## src/rtl/dmem_arbiter.sv

```systemverilog
// Round-robin arbiter sharing one single-port data RAM between the CPU load/store
// path and the host port. Optional grant/conflict counters: define DMEM_ARB_PERF_EN.
`timescale 1ns/1ps
module dmem_arbiter #(
  parameter int D_WIDTH = 32,
  parameter int RAM_AW  = 17
) (
  input  logic               clk,
  input  logic               rst,
  input  logic               cpu_req,
  input  logic               cpu_we,
  input  logic [D_WIDTH-1:0] cpu_addr,
  input  logic [D_WIDTH-1:0] cpu_wdata,
  output logic [D_WIDTH-1:0] cpu_rdata,
  output logic               cpu_ack,
  output logic               cpu_stall,
  input  logic               host_req,
  input  logic               host_we,
  input  logic [D_WIDTH-1:0] host_addr,
  input  logic [D_WIDTH-1:0] host_wdata,
  output logic [D_WIDTH-1:0] host_rdata,
  output logic               host_ack,
  output logic               ram_we,
  output logic [RAM_AW-1:0]  ram_addr,
  output logic [D_WIDTH-1:0] ram_wd,
  input  logic [D_WIDTH-1:0] ram_rd
`ifdef DMEM_ARB_PERF_EN
  ,
  output logic [15:0]        cpu_grant_cnt,
  output logic [15:0]        host_grant_cnt,
  output logic [15:0]        conflict_cnt
`endif
);

  typedef enum logic [1:0] {
    ST_IDLE  = 2'd0,
    ST_GRANT = 2'd1,
    ST_ACK   = 2'd2
  } state_e;

  localparam logic OWN_CPU  = 1'b0;
  localparam logic OWN_HOST = 1'b1;

  state_e               state_q, state_d;
  logic                 owner_q, owner_d;
  logic                 last_grant_q, last_grant_d;
  logic                 ram_we_q, ram_we_d;
  logic [RAM_AW-1:0]    ram_addr_q, ram_addr_d;
  logic [D_WIDTH-1:0]   ram_wd_q, ram_wd_d;
  logic [D_WIDTH-1:0]   cpu_rdata_q, cpu_rdata_d;
  logic [D_WIDTH-1:0]   host_rdata_q, host_rdata_d;
  logic                 cpu_ack_q, cpu_ack_d;
  logic                 host_ack_q, host_ack_d;

  logic                 any_req_s;
  logic                 both_req_s;
  logic                 winner_s;
  logic                 win_we_s;
  logic [D_WIDTH-1:0]   win_addr_s;
  logic [D_WIDTH-1:0]   win_wd_s;
  logic                 addr_unused_s;

  // Address bits above the RAM window are deliberately dropped so accesses wrap.
  assign addr_unused_s = ^{cpu_addr[D_WIDTH-1:RAM_AW], host_addr[D_WIDTH-1:RAM_AW]};

  assign any_req_s  = cpu_req | host_req;
  assign both_req_s = cpu_req & host_req;

  // Winner selection: on conflict the side not served last wins.
  always_comb begin
    winner_s = OWN_CPU;
    if (both_req_s) begin
      winner_s = (last_grant_q == OWN_CPU) ? OWN_HOST : OWN_CPU;
    end else if (host_req) begin
      winner_s = OWN_HOST;
    end else begin
      winner_s = OWN_CPU;
    end
  end

  assign win_we_s   = (winner_s == OWN_HOST) ? host_we    : cpu_we;
  assign win_addr_s = (winner_s == OWN_HOST) ? host_addr  : cpu_addr;
  assign win_wd_s   = (winner_s == OWN_HOST) ? host_wdata : cpu_wdata;

  // Next-state and registered-output logic for the IDLE/GRANT/ACK sequence.
  always_comb begin
    state_d      = state_q;
    owner_d      = owner_q;
    last_grant_d = last_grant_q;
    ram_we_d     = ram_we_q;
    ram_addr_d   = ram_addr_q;
    ram_wd_d     = ram_wd_q;
    cpu_rdata_d  = cpu_rdata_q;
    host_rdata_d = host_rdata_q;
    cpu_ack_d    = 1'b0;
    host_ack_d   = 1'b0;
    case (state_q)
      ST_IDLE: begin
        if (any_req_s) begin
          owner_d    = winner_s;
          ram_we_d   = win_we_s;
          ram_addr_d = win_addr_s[RAM_AW-1:0];
          ram_wd_d   = win_wd_s;
          state_d    = ST_GRANT;
        end else begin
          ram_we_d = 1'b0;
          state_d  = ST_IDLE;
        end
      end
      ST_GRANT: begin
        ram_we_d     = 1'b0;
        last_grant_d = owner_q;
        state_d      = ST_ACK;
        if (owner_q == OWN_HOST) begin
          host_rdata_d = ram_rd;
          host_ack_d   = 1'b1;
        end else begin
          cpu_rdata_d  = ram_rd;
          cpu_ack_d    = 1'b1;
        end
      end
      ST_ACK: begin
        ram_we_d = 1'b0;
        state_d  = ST_IDLE;
      end
      default: begin
        ram_we_d = 1'b0;
        state_d  = ST_IDLE;
      end
    endcase
  end

  // State and output registers; reset drops any in-flight access.
  always_ff @(posedge clk or negedge rst) begin
    if (!rst) begin
      state_q      <= ST_IDLE;
      owner_q      <= OWN_CPU;
      last_grant_q <= OWN_HOST;
      ram_we_q     <= 1'b0;
      ram_addr_q   <= {RAM_AW{1'b0}};
      ram_wd_q     <= {D_WIDTH{1'b0}};
      cpu_rdata_q  <= {D_WIDTH{1'b0}};
      host_rdata_q <= {D_WIDTH{1'b0}};
      cpu_ack_q    <= 1'b0;
      host_ack_q   <= 1'b0;
    end else begin
      state_q      <= state_d;
      owner_q      <= owner_d;
      last_grant_q <= last_grant_d;
      ram_we_q     <= ram_we_d;
      ram_addr_q   <= ram_addr_d;
      ram_wd_q     <= ram_wd_d;
      cpu_rdata_q  <= cpu_rdata_d;
      host_rdata_q <= host_rdata_d;
      cpu_ack_q    <= cpu_ack_d;
      host_ack_q   <= host_ack_d;
    end
  end

  assign ram_we     = ram_we_q;
  assign ram_addr   = ram_addr_q;
  assign ram_wd     = ram_wd_q;
  assign cpu_rdata  = cpu_rdata_q;
  assign host_rdata = host_rdata_q;
  assign cpu_ack    = cpu_ack_q;
  assign host_ack   = host_ack_q;
  assign cpu_stall  = cpu_req & ~cpu_ack_q;

`ifdef DMEM_ARB_PERF_EN
  logic [15:0] cpu_cnt_q;
  logic [15:0] host_cnt_q;
  logic [15:0] conf_cnt_q;
  logic        take_s;

  function automatic logic [15:0] sat_inc(input logic [15:0] v);
    return (v == 16'hFFFF) ? v : (v + 16'd1);
  endfunction

  assign take_s = (state_q == ST_IDLE) & any_req_s;

  // Saturating grant and conflict counters, sampled on IDLE->GRANT.
  always_ff @(posedge clk or negedge rst) begin
    if (!rst) begin
      cpu_cnt_q  <= 16'd0;
      host_cnt_q <= 16'd0;
      conf_cnt_q <= 16'd0;
    end else begin
      if (take_s && (winner_s == OWN_CPU)) begin
        cpu_cnt_q <= sat_inc(cpu_cnt_q);
      end else begin
        cpu_cnt_q <= cpu_cnt_q;
      end
      if (take_s && (winner_s == OWN_HOST)) begin
        host_cnt_q <= sat_inc(host_cnt_q);
      end else begin
        host_cnt_q <= host_cnt_q;
      end
      if (take_s && both_req_s) begin
        conf_cnt_q <= sat_inc(conf_cnt_q);
      end else begin
        conf_cnt_q <= conf_cnt_q;
      end
    end
  end

  assign cpu_grant_cnt  = cpu_cnt_q;
  assign host_grant_cnt = host_cnt_q;
  assign conflict_cnt   = conf_cnt_q;
`endif

endmodule

```

## config.mk

```make
export PLATFORM = sky130hd
export DESIGN_NAME = dmem_arbiter
export DESIGN_NICKNAME = d
export VERILOG_FILES = /design/src/rtl/dmem_arbiter.sv
export SDC_FILE = /design/constraint.sdc
export NUM_CORES = 1
export LEC_CHECK = 0
export ABC_AREA = 1
export BUFFER_PORTS_ARGS = -buffer_cell sky130_fd_sc_hd__buf_2
export CAP_MARGIN = 20
export CORE_ASPECT_RATIO = 1.1
export CORE_MARGIN = 3
export CORE_UTILIZATION = 26
export DETAILED_ROUTE_END_ITERATION = 12
export PLACE_DENSITY = 0.52
export SYNTH_ARGS = -nofsm -noshare
export SYNTH_HDL_FRONTEND = slang
export SYNTH_SLANG_ARGS = --single-unit
```

## constraint.sdc

```tcl
create_clock -name clk -period 1.2 [get_ports clk]
set_input_delay 0.24 -clock clk [delete_from_list [all_inputs] [get_ports clk]]
set_output_delay 0.24 -clock clk [all_outputs]
set_load 0.1 [all_outputs]
```

Word-level counts from Yosys, hierarchy flattened --
Cells that the tools add are included.
Operators by class: bitwise logic cells 5, reductions and logical operators 4, mux-type cells 14, eq/ne operators 1
Operators with widths (count):
- 32-bit two-way mux | 1
- 17-bit two-way mux | 1
- 1-bit two-way mux | 11
- 2-bit AND reduction | 3
- 2-bit case mux with 2 select lines | 1
- 1-bit bitwise AND | 2
- 2-bit by 1-bit == test with 1-bit output (second input constant) | 1
- 2-bit zero test | 1
- 1-bit inverter | 2
- 1-bit OR | 1
Word-level totals: logic and storage cells 34, input port bits 166, register bits after elaboration 120, output and inout port bits 117

Depth between registers and ports, before layout --
Gate-level depths: netlist of run 1.
depth in word-level cells 5, depth in mapped cells 8, mapped depth without buffers 6

Worst setup path before layout of run 1 --
No wires, ideal clock.
path type reg2out, start point register cpu_ack_q, in the netlist cpu_ack, end point output cpu_stall, required time 0.960 ns, path buffers 0, slack -1.184 ns, arrival time 2.144 ns, stages on the path, launching flop included 2, cells stage by stage dfrtp_1 nor2_1
Between the ends: longest elaborated chain between the ends 2
RTL lines:
- start, declared | line 52 | logic cpu_ack_q, cpu_ack_d;
- start signal, assigned | line 155 | cpu_ack_q <= cpu_ack_d;
- 1-bit inverter | line 167 | assign cpu_stall = cpu_req & ~cpu_ack_q;
- 1-bit bitwise AND | line 167
- end, declared | line 16 | output logic cpu_stall,
No other way between the ends.

Worst setup path after layout of run 1 --
Ends and elaborated chain as after synthesis.

==> reports/results.tsv, run 1 <==
stage	metric	value	unit
synthesis	Synth Area in Adders	0	%
synthesis	Post-synth EDFFs	0	
sta	worst clock skew	0.00736	ns
finish	register area	3020	µm²
status	status	finished with violations	
clocking	htree depth	4	
synthesis	largest family of logic cells by synthesized area	simple AND/OR/NAND/NOR gates	
status	failing checks	setup timing	
placement	I/O Buffers	252	
clocking	root buffer cell	clkbuf_16	
clocking	CTS tree	built	
worst_setup_path	reg-to-reg endpoint	ram_wd[4]$_DFFE_PN0P_	
synthesis	Mapped Cells	687	
synthesis	top_reg_cell synth	dfrtp_1	
sta	worst-margin pin slew	0.466	ns
sta	Setup violations, final	218	
detailed_routing	Initial DRC Count	235	
sta	Rel. slew slack	68.9	%
worst_setup_path	CP startpoint kind	register	
min_path	Hold Crit Class	input port to register	
synthesis	Ys Warns	0	
sta	unrepaired setup endpoints after global routing	yes	
grt	vias in the first global route	5557	
synthesis	post-synthesis simple-gate area fraction	25.0	%
sta	setup TNS	-11.26	ns
synthesis	Synth Area in Compound Gates	6.11	%
grt	first-pass GRT wire length	29700	µm
grt	pin count of the biggest net entering global routing	53	
detailed_routing	detailed-route via count	5759	
worst_setup_path	Critical Path AT	1.18	ns
sta	Max Slew Vio Count	0	
detailed_routing	WL final	21900	µm
synthesis	post-synth top area cell	dfrtp_1	
synthesis	Unique masters post-synth	13	
grt	gr usage total	17.0	%
worst_setup_path	CP endpoint kind	primary output	
synthesis	top-count cell post-synth	nand2_1	
finish	layout cell share with drive strength beyond 1	57.7	%
floorplanning	full die area	22500	µm²
worst_setup_path	Worst R2R Setup Slack	-0.14	ns
grt	initial antenna violation count	2	
floorplanning	cell row count	54	
sta	fmax	702	MHz
detailed_routing	DRC	0	
finish	post-layout util	58.3	%
synthesis	Async SR Flop Fraction	100	%
synthesis	Post-synth top cells	nand2_1, inv_1, dfrtp_1, nand3_1, o21ai_0	
clocking	Clock Sinks	120	
synthesis	Syn Area/Cell	7.86	µm²
synthesis	post-synth net total	853	
placement	detailed placement HPWL	12600	µm
clocking	clock-pin slew on the worst setup and hold paths	0.05	ns
detailed_routing	WL per Instance	16.9	µm
sta	final hold violations	0	
floorplanning	Core ar.	20100	µm²
sta	final worst setup slack	-0.225	ns
finish	Layout area overhead	117	%
detailed_routing	TritonRoute pass-1 iters	4	
floorplanning	Starting Density	26.8	%
synthesis	Seq/Total Area, Yosys	55.6	%
detailed_routing	Avg Vias per Cell	4.45	
clocking	total CTS buffers	17	
worst_setup_path	reg2reg path depth	7	
synthesis	area share of the largest cell type after synthesis	55.1	%
sta	minimum clock period	1.42	ns
clocking	CTS Buffer Depth	2	
synthesis	#FFs+latches synth	120	
finish	# fillers	1700	
worst_setup_path	R2R Path Start	last_grant_q$_DFFE_PN1N_	
clocking	worst skew pair latency	0.41	ns
synthesis	top cells by area, synth	dfrtp_1, nand2_1, inv_1, nand3_1, o21ai_0	
floorplanning	die span in x	143	µm
synthesis	Synth Area in XOR/XNOR	0	%
worst_setup_path	worst setup path class	register to primary output	
placement	Placer Congestion	0.800	
detailed_routing	antenna-violating nets left	0	
job	Max Cap Viol	0	
min_path	Worst Hold Path Cells	3	
sta	minimum hold slack	0.0623	ns
finish	final net count	1194	
synthesis	multiplexer share of the synthesized area	0	%
grt	GRT overflow	0	
min_path	Hold Path End	ram_we$_DFF_PN0_	
floorplanning	die height	157	µm
min_path	HP Start	cpu_we	
worst_setup_path	Worst EP required	0.96	ns
synthesis	Mapped Area	5400	µm²
floorplanning	# IOs	283	
worst_setup_path	maximum fanout along the worst path	2	
finish	multi-input combinational cell area	2790	µm²
sta	crit share post-route	119	%
cell type report:
type                            count  share of cell area (%)
Timing Repair Buffer              361                    38.3
Sequential cell                   120                    25.7
Multi-Input combinational cell    390                    23.8
Inverter                          138                    4.48
Clock buffer                       18                    3.74
Tap cell                          252                    2.69
Clock inverter                     14                    1.27
Antenna cell                        2                  0.0426
cell families (layout without fill, tap and decap cells):
family	count (synthesis)	count (layout)
buffers and inverters	178	531
and+or+nand+nor	323	324
AOI/OAI and AO/OA	66	66
other	0	2
DFF	120	120
placed cells by master (no fill, tap or decap), types with 7 or more instances in the layout:
cell	n
inv_1	134
nand2_2	25
nand3_2	80
buf_2	134
o21ai_2	22
dfrtp_2	8
nand2_1	136
buf_12	138
buf_16	7
o21ai_0	11
clkbuf_16	26
nand3_4	7
dfrtp_1	110
o21ai_1	33
nand3_1	11
buf_6	18
nand2_4	53
buf_4	50
per-stage QoR:
stage	instance area, µm²	cells	worst slack (ns)
after detailed placement	8900	1178	-0.0744
final	11700	1295	-0.225
after floorplan	5420	687	-0.168
after global placement	8900	1178	-0.0515
after CTS	10800	1253	-0.269
after global routing	11700	1295	-0.261
per-layer routing:
metal  global-route usage (%)  wire, µm  up-vias
li1                         -         -     2776
met1                     19.9      8600     2764
met2                     30.3     11600      184
met3                     3.74      1070       35
met4                     6.64       578        0
met5                        0         0        -
timing repair:
action	CTS	global route
buffers inserted	30	39
cloned	14	14
resized for setup	169	209
pin swaps	81	69
hold buffers	1	0
endpoints found under the hold margin	119	0
setup endpoints to repair	171	191
sequential cells by signal, indices dropped and copies added, names as in the netlist:
signal	cells
ram_wd	32
host_ack	1
owner_q	1
state_q	2
ram_we	1
cpu_ack	1
ram_addr	17
host_rdata	32
last_grant_q	1
cpu_rdata	32
how the worst max path moves through the flow:
| stage | startpoint | to | slack [ns] | cells after the start |
|---|---|---|---|---|
| floorplan | cpu_ack$_DFF_PN0_ | cpu_stall | -0.17 | 1 |
| global placement | last_grant_q$_DFFE_PN1N_ | ram_addr[12]$_DFFE_PN0P_ | -0.05 | 6 |
| global route | cpu_ack$_DFF_PN0_ | cpu_stall | -0.26 | 2 |
| detailed placement | last_grant_q$_DFFE_PN1N_ | ram_wd[4]$_DFFE_PN0P_ | -0.07 | 6 |
| finish | cpu_ack$_DFF_PN0_ | cpu_stall | -0.22 | 2 |
| CTS | cpu_ack$_DFF_PN0_ | cpu_stall | -0.27 | 2 |
critical path, cell delays in order (launching register included):
cell     delay (ns)
dfrtp_4        0.49
nor2_4         0.11
buf_12         0.18
Power of run 1 is left out: the tool's default activity adds up to more than one toggle a clock period on the data nets, which glitch-free logic cannot reach.
==> run 2, diff against run 1 <==
ABC_AREA = 0   (was 1)
==> run 2 against run 1 <==
The run still ends with setup timing left. Global-route usage fell by 3.3 points. Synthesized area up 1.2%. Setup slack worse by 0.24 ns. Critical endpoint is now ram_addr[16]$_DFFE_PN0P_. Largest cell class unchanged.
==> reports/results.tsv, run 2 <==
stage	metric	value	unit
job	Max Cap Viol	0	
clocking	CTS Buffer Depth	2	
finish	final net count	836	
worst_setup_path	Critical Path AT	1.96	ns
worst_setup_path	maximum fanout along the worst path	21	
floorplanning	Starting Density	26.5	%
grt	first-pass GRT wire length	24300	µm
sta	final hold violations	0	
grt	GRT overflow	0	
detailed_routing	TritonRoute pass-1 iters	4	
clocking	worst skew pair latency	0.42	ns
clocking	total CTS buffers	17	
placement	I/O Buffers	252	
detailed_routing	detailed-route via count	3984	
finish	Layout area overhead	91.9	%
synthesis	Syn Area/Cell	17.4	µm²
synthesis	Post-synth EDFFs	0	
worst_setup_path	worst setup path class	register to register	
floorplanning	die span in x	144	µm
synthesis	top-count cell post-synth	dfrtp_1	
synthesis	area share of the largest cell type after synthesis	54.5	%
worst_setup_path	crit-path max cell delay	0.54	ns
detailed_routing	WL per Instance	17.1	µm
finish	fin area	10500	µm²
status	status	finished with violations	
worst_setup_path	Worst R2R Setup Slack	-0.47	ns
grt	pin count of the biggest net entering global routing	52	
synthesis	top_reg_cell synth	dfrtp_1	
detailed_routing	antenna-violating nets left	0	
sta	minimum clock period	1.67	ns
sta	Rel. slew slack	77.1	%
detailed_routing	Initial DRC Count	103	
finish	commonest non-fill, non-tap cell in the layout	mux2_4	
clocking	clock-pin slew on the worst setup and hold paths	0.06	ns
sta	Max Slew Vio Count	0	
sta	fmax	600	MHz
sta	final worst setup slack	-0.465	ns
clocking	CTS tree	built	
synthesis	post-synth net total	480	
sta	unrepaired setup endpoints after global routing	yes	
synthesis	top cells by area, synth	dfrtp_1, mux2_4, mux2_2, buf_12, buf_2	
synthesis	Ys Warns	0	
worst_setup_path	cell chain of the critical path	a21bo_4 > buf_12 > mux2_4 > mux2_4	
finish	layout cell share with drive strength beyond 1	86.5	%
grt	gr usage total	13.8	%
floorplanning	die height	158	µm
finish	most frequent cells in the layout	mux2_4, buf_2, buf_12, dfrtp_1, buf_4	
placement	Placer Congestion	0.751	
worst_setup_path	CP dominant cell by count	mux2_4	
synthesis	Mapped Cells	314	
detailed_routing	Avg Vias per Cell	4.24	
synthesis	Seq/Total Area, Yosys	55.0	%
detailed_routing	DRC	0	
placement	Placed Area	9200	µm²
sta	Setup violations, final	232	
clocking	htree depth	4	
detailed_routing	WL final	16000	µm
synthesis	#FFs+latches synth	120	
synthesis	Mapped Area	5470	µm²
floorplanning	Core ar.	20600	µm²
clocking	Clock Sinks	120	
sta	crit share post-route	139	%
finish	antenna fix cells	0	
floorplanning	cell row count	55	
worst_setup_path	Worst EP required	1.49	ns
worst_setup_path	slowest CP cell	dfstp_2	
synthesis	Post-synth top cells	dfrtp_1, mux2_4, mux2_2, buf_2, buf_12	
placement	pre-CTS WS	-0.452	ns
clocking	root buffer cell	clkbuf_16	
synthesis	post-synth top area cell	dfrtp_1	
worst_setup_path	CP endpoint kind	register	
min_path	Hold Crit Class	input port to register	
worst_setup_path	CP startpoint kind	register	
grt	initial antenna violation count	0	
placement	detailed placement HPWL	11700	µm
floorplanning	# IOs	283	
finish	# fillers	1717	
status	failing checks	setup timing	
grt	vias in the first global route	4524	
floorplanning	full die area	22800	µm²
synthesis	Unique masters post-synth	17	
synthesis	Async SR Flop Fraction	100	%
sta	worst-margin pin slew	0.343	ns
sta	worst clock skew	0.0185	ns
## run 2: cell types whose count changed after synthesis, moves of 4 or more
| cell | delta |
|---|---|
| o21ai_0 | -66 |
| inv_1 | -135 |
| nand2_1 | -216 |
| mux2_2 | +66 |
| clkbuf_1 | -12 |
| nand3_1 | -98 |
| buf_2 | -18 |
| buf_12 | +5 |
| mux2_4 | +96 |
| buf_4 | +4 |
## run 2: critical path: cells and delay by family, from the launching register on
| family | cells | cell delay, ns |
|---|---|---|
| flip-flops | 1 | 0.54 |
| AO/OA/AOI/OAI | 1 | 0.19 |
| multiplexers | 2 | 0.58 |
| buffers and inverters | 1 | 0.22 |
## run 2: cells by family after synthesis
kind of cell / Yosys count / share of synthesized area, %
mux: 164 / 40.3
buf+inv: 20 / 3.46
simple gates: 9 / 1.08
compound gates: 1 / 0.183
flops: 120 / 55.0
## run 2: final timing paths
kind / end / startpoint / cells past startpoint
min: cpu_rdata[11]$_DFFE_PN0P_ / ram_rd[11] / 2
min reg2reg: last_grant_q$_DFFE_PN1N_ / last_grant_q$_DFFE_PN1N_ / 2
max in group asynchronous: ram_wd[14]$_DFFE_PN0P_ / rst / 3
min in group asynchronous: cpu_rdata[6]$_DFFE_PN0P_ / rst / 2
max: ram_addr[16]$_DFFE_PN0P_ / last_grant_q$_DFFE_PN1N_ / 4
max reg2reg: ram_addr[16]$_DFFE_PN0P_ / last_grant_q$_DFFE_PN1N_ / 4
## run 2: what timing repair did
action,4_1_cts,5_1_grt
hold endpoints to repair,19,0
hold buffers,1,0
gates resized for setup,35,14
gates cloned,3,0
endpoints found under the setup margin,232,235
buffers inserted,37,26
pin swaps,2,2
## run 2: cell type report
| class | instances | area [µm²] | share of cell area, % |
|---|---|---|---|
| Multi-Input combinational cell | 174 | 2500 | 23.8 |
| Clock inverter | 13 | 143 | 1.36 |
| Sequential cell | 120 | 3050 | 29.1 |
| Timing Repair Buffer | 355 | 4020 | 38.3 |
| Inverter | 2 | 7.51 | 0.0716 |
| Tap cell | 256 | 320 | 3.05 |
| Clock buffer | 19 | 453 | 4.32 |
## run 2: metal layers
layer | part of all wire [%] | up-vias | wire (µm) | global-route usage [%]
met5 | 0 | - | 0 | 0
met4 | 1.4 | 0 | 224 | 4.89
met3 | 9.9 | 16 | 1590 | 6.10
met2 | 51 | 159 | 8160 | 22.8
met1 | 38 | 1979 | 6060 | 15.9
li1 | - | 1830 | - | -
## run 2: stage by stage
step                      instances  hold slack (ns)  utilization [%]  setup TNS (ns)
final                           939           0.0665             50.8          -40.36
after global routing            939           0.0503             50.8          -49.89
after CTS                       917           0.0473             49.9          -46.98
after detailed placement        844            0.168             44.6          -35.37
after global placement          844            0.162             44.6          -31.62
after floorplan                 314          -0.0556                -          -25.40
Power of run 2 is left out for the same reason.
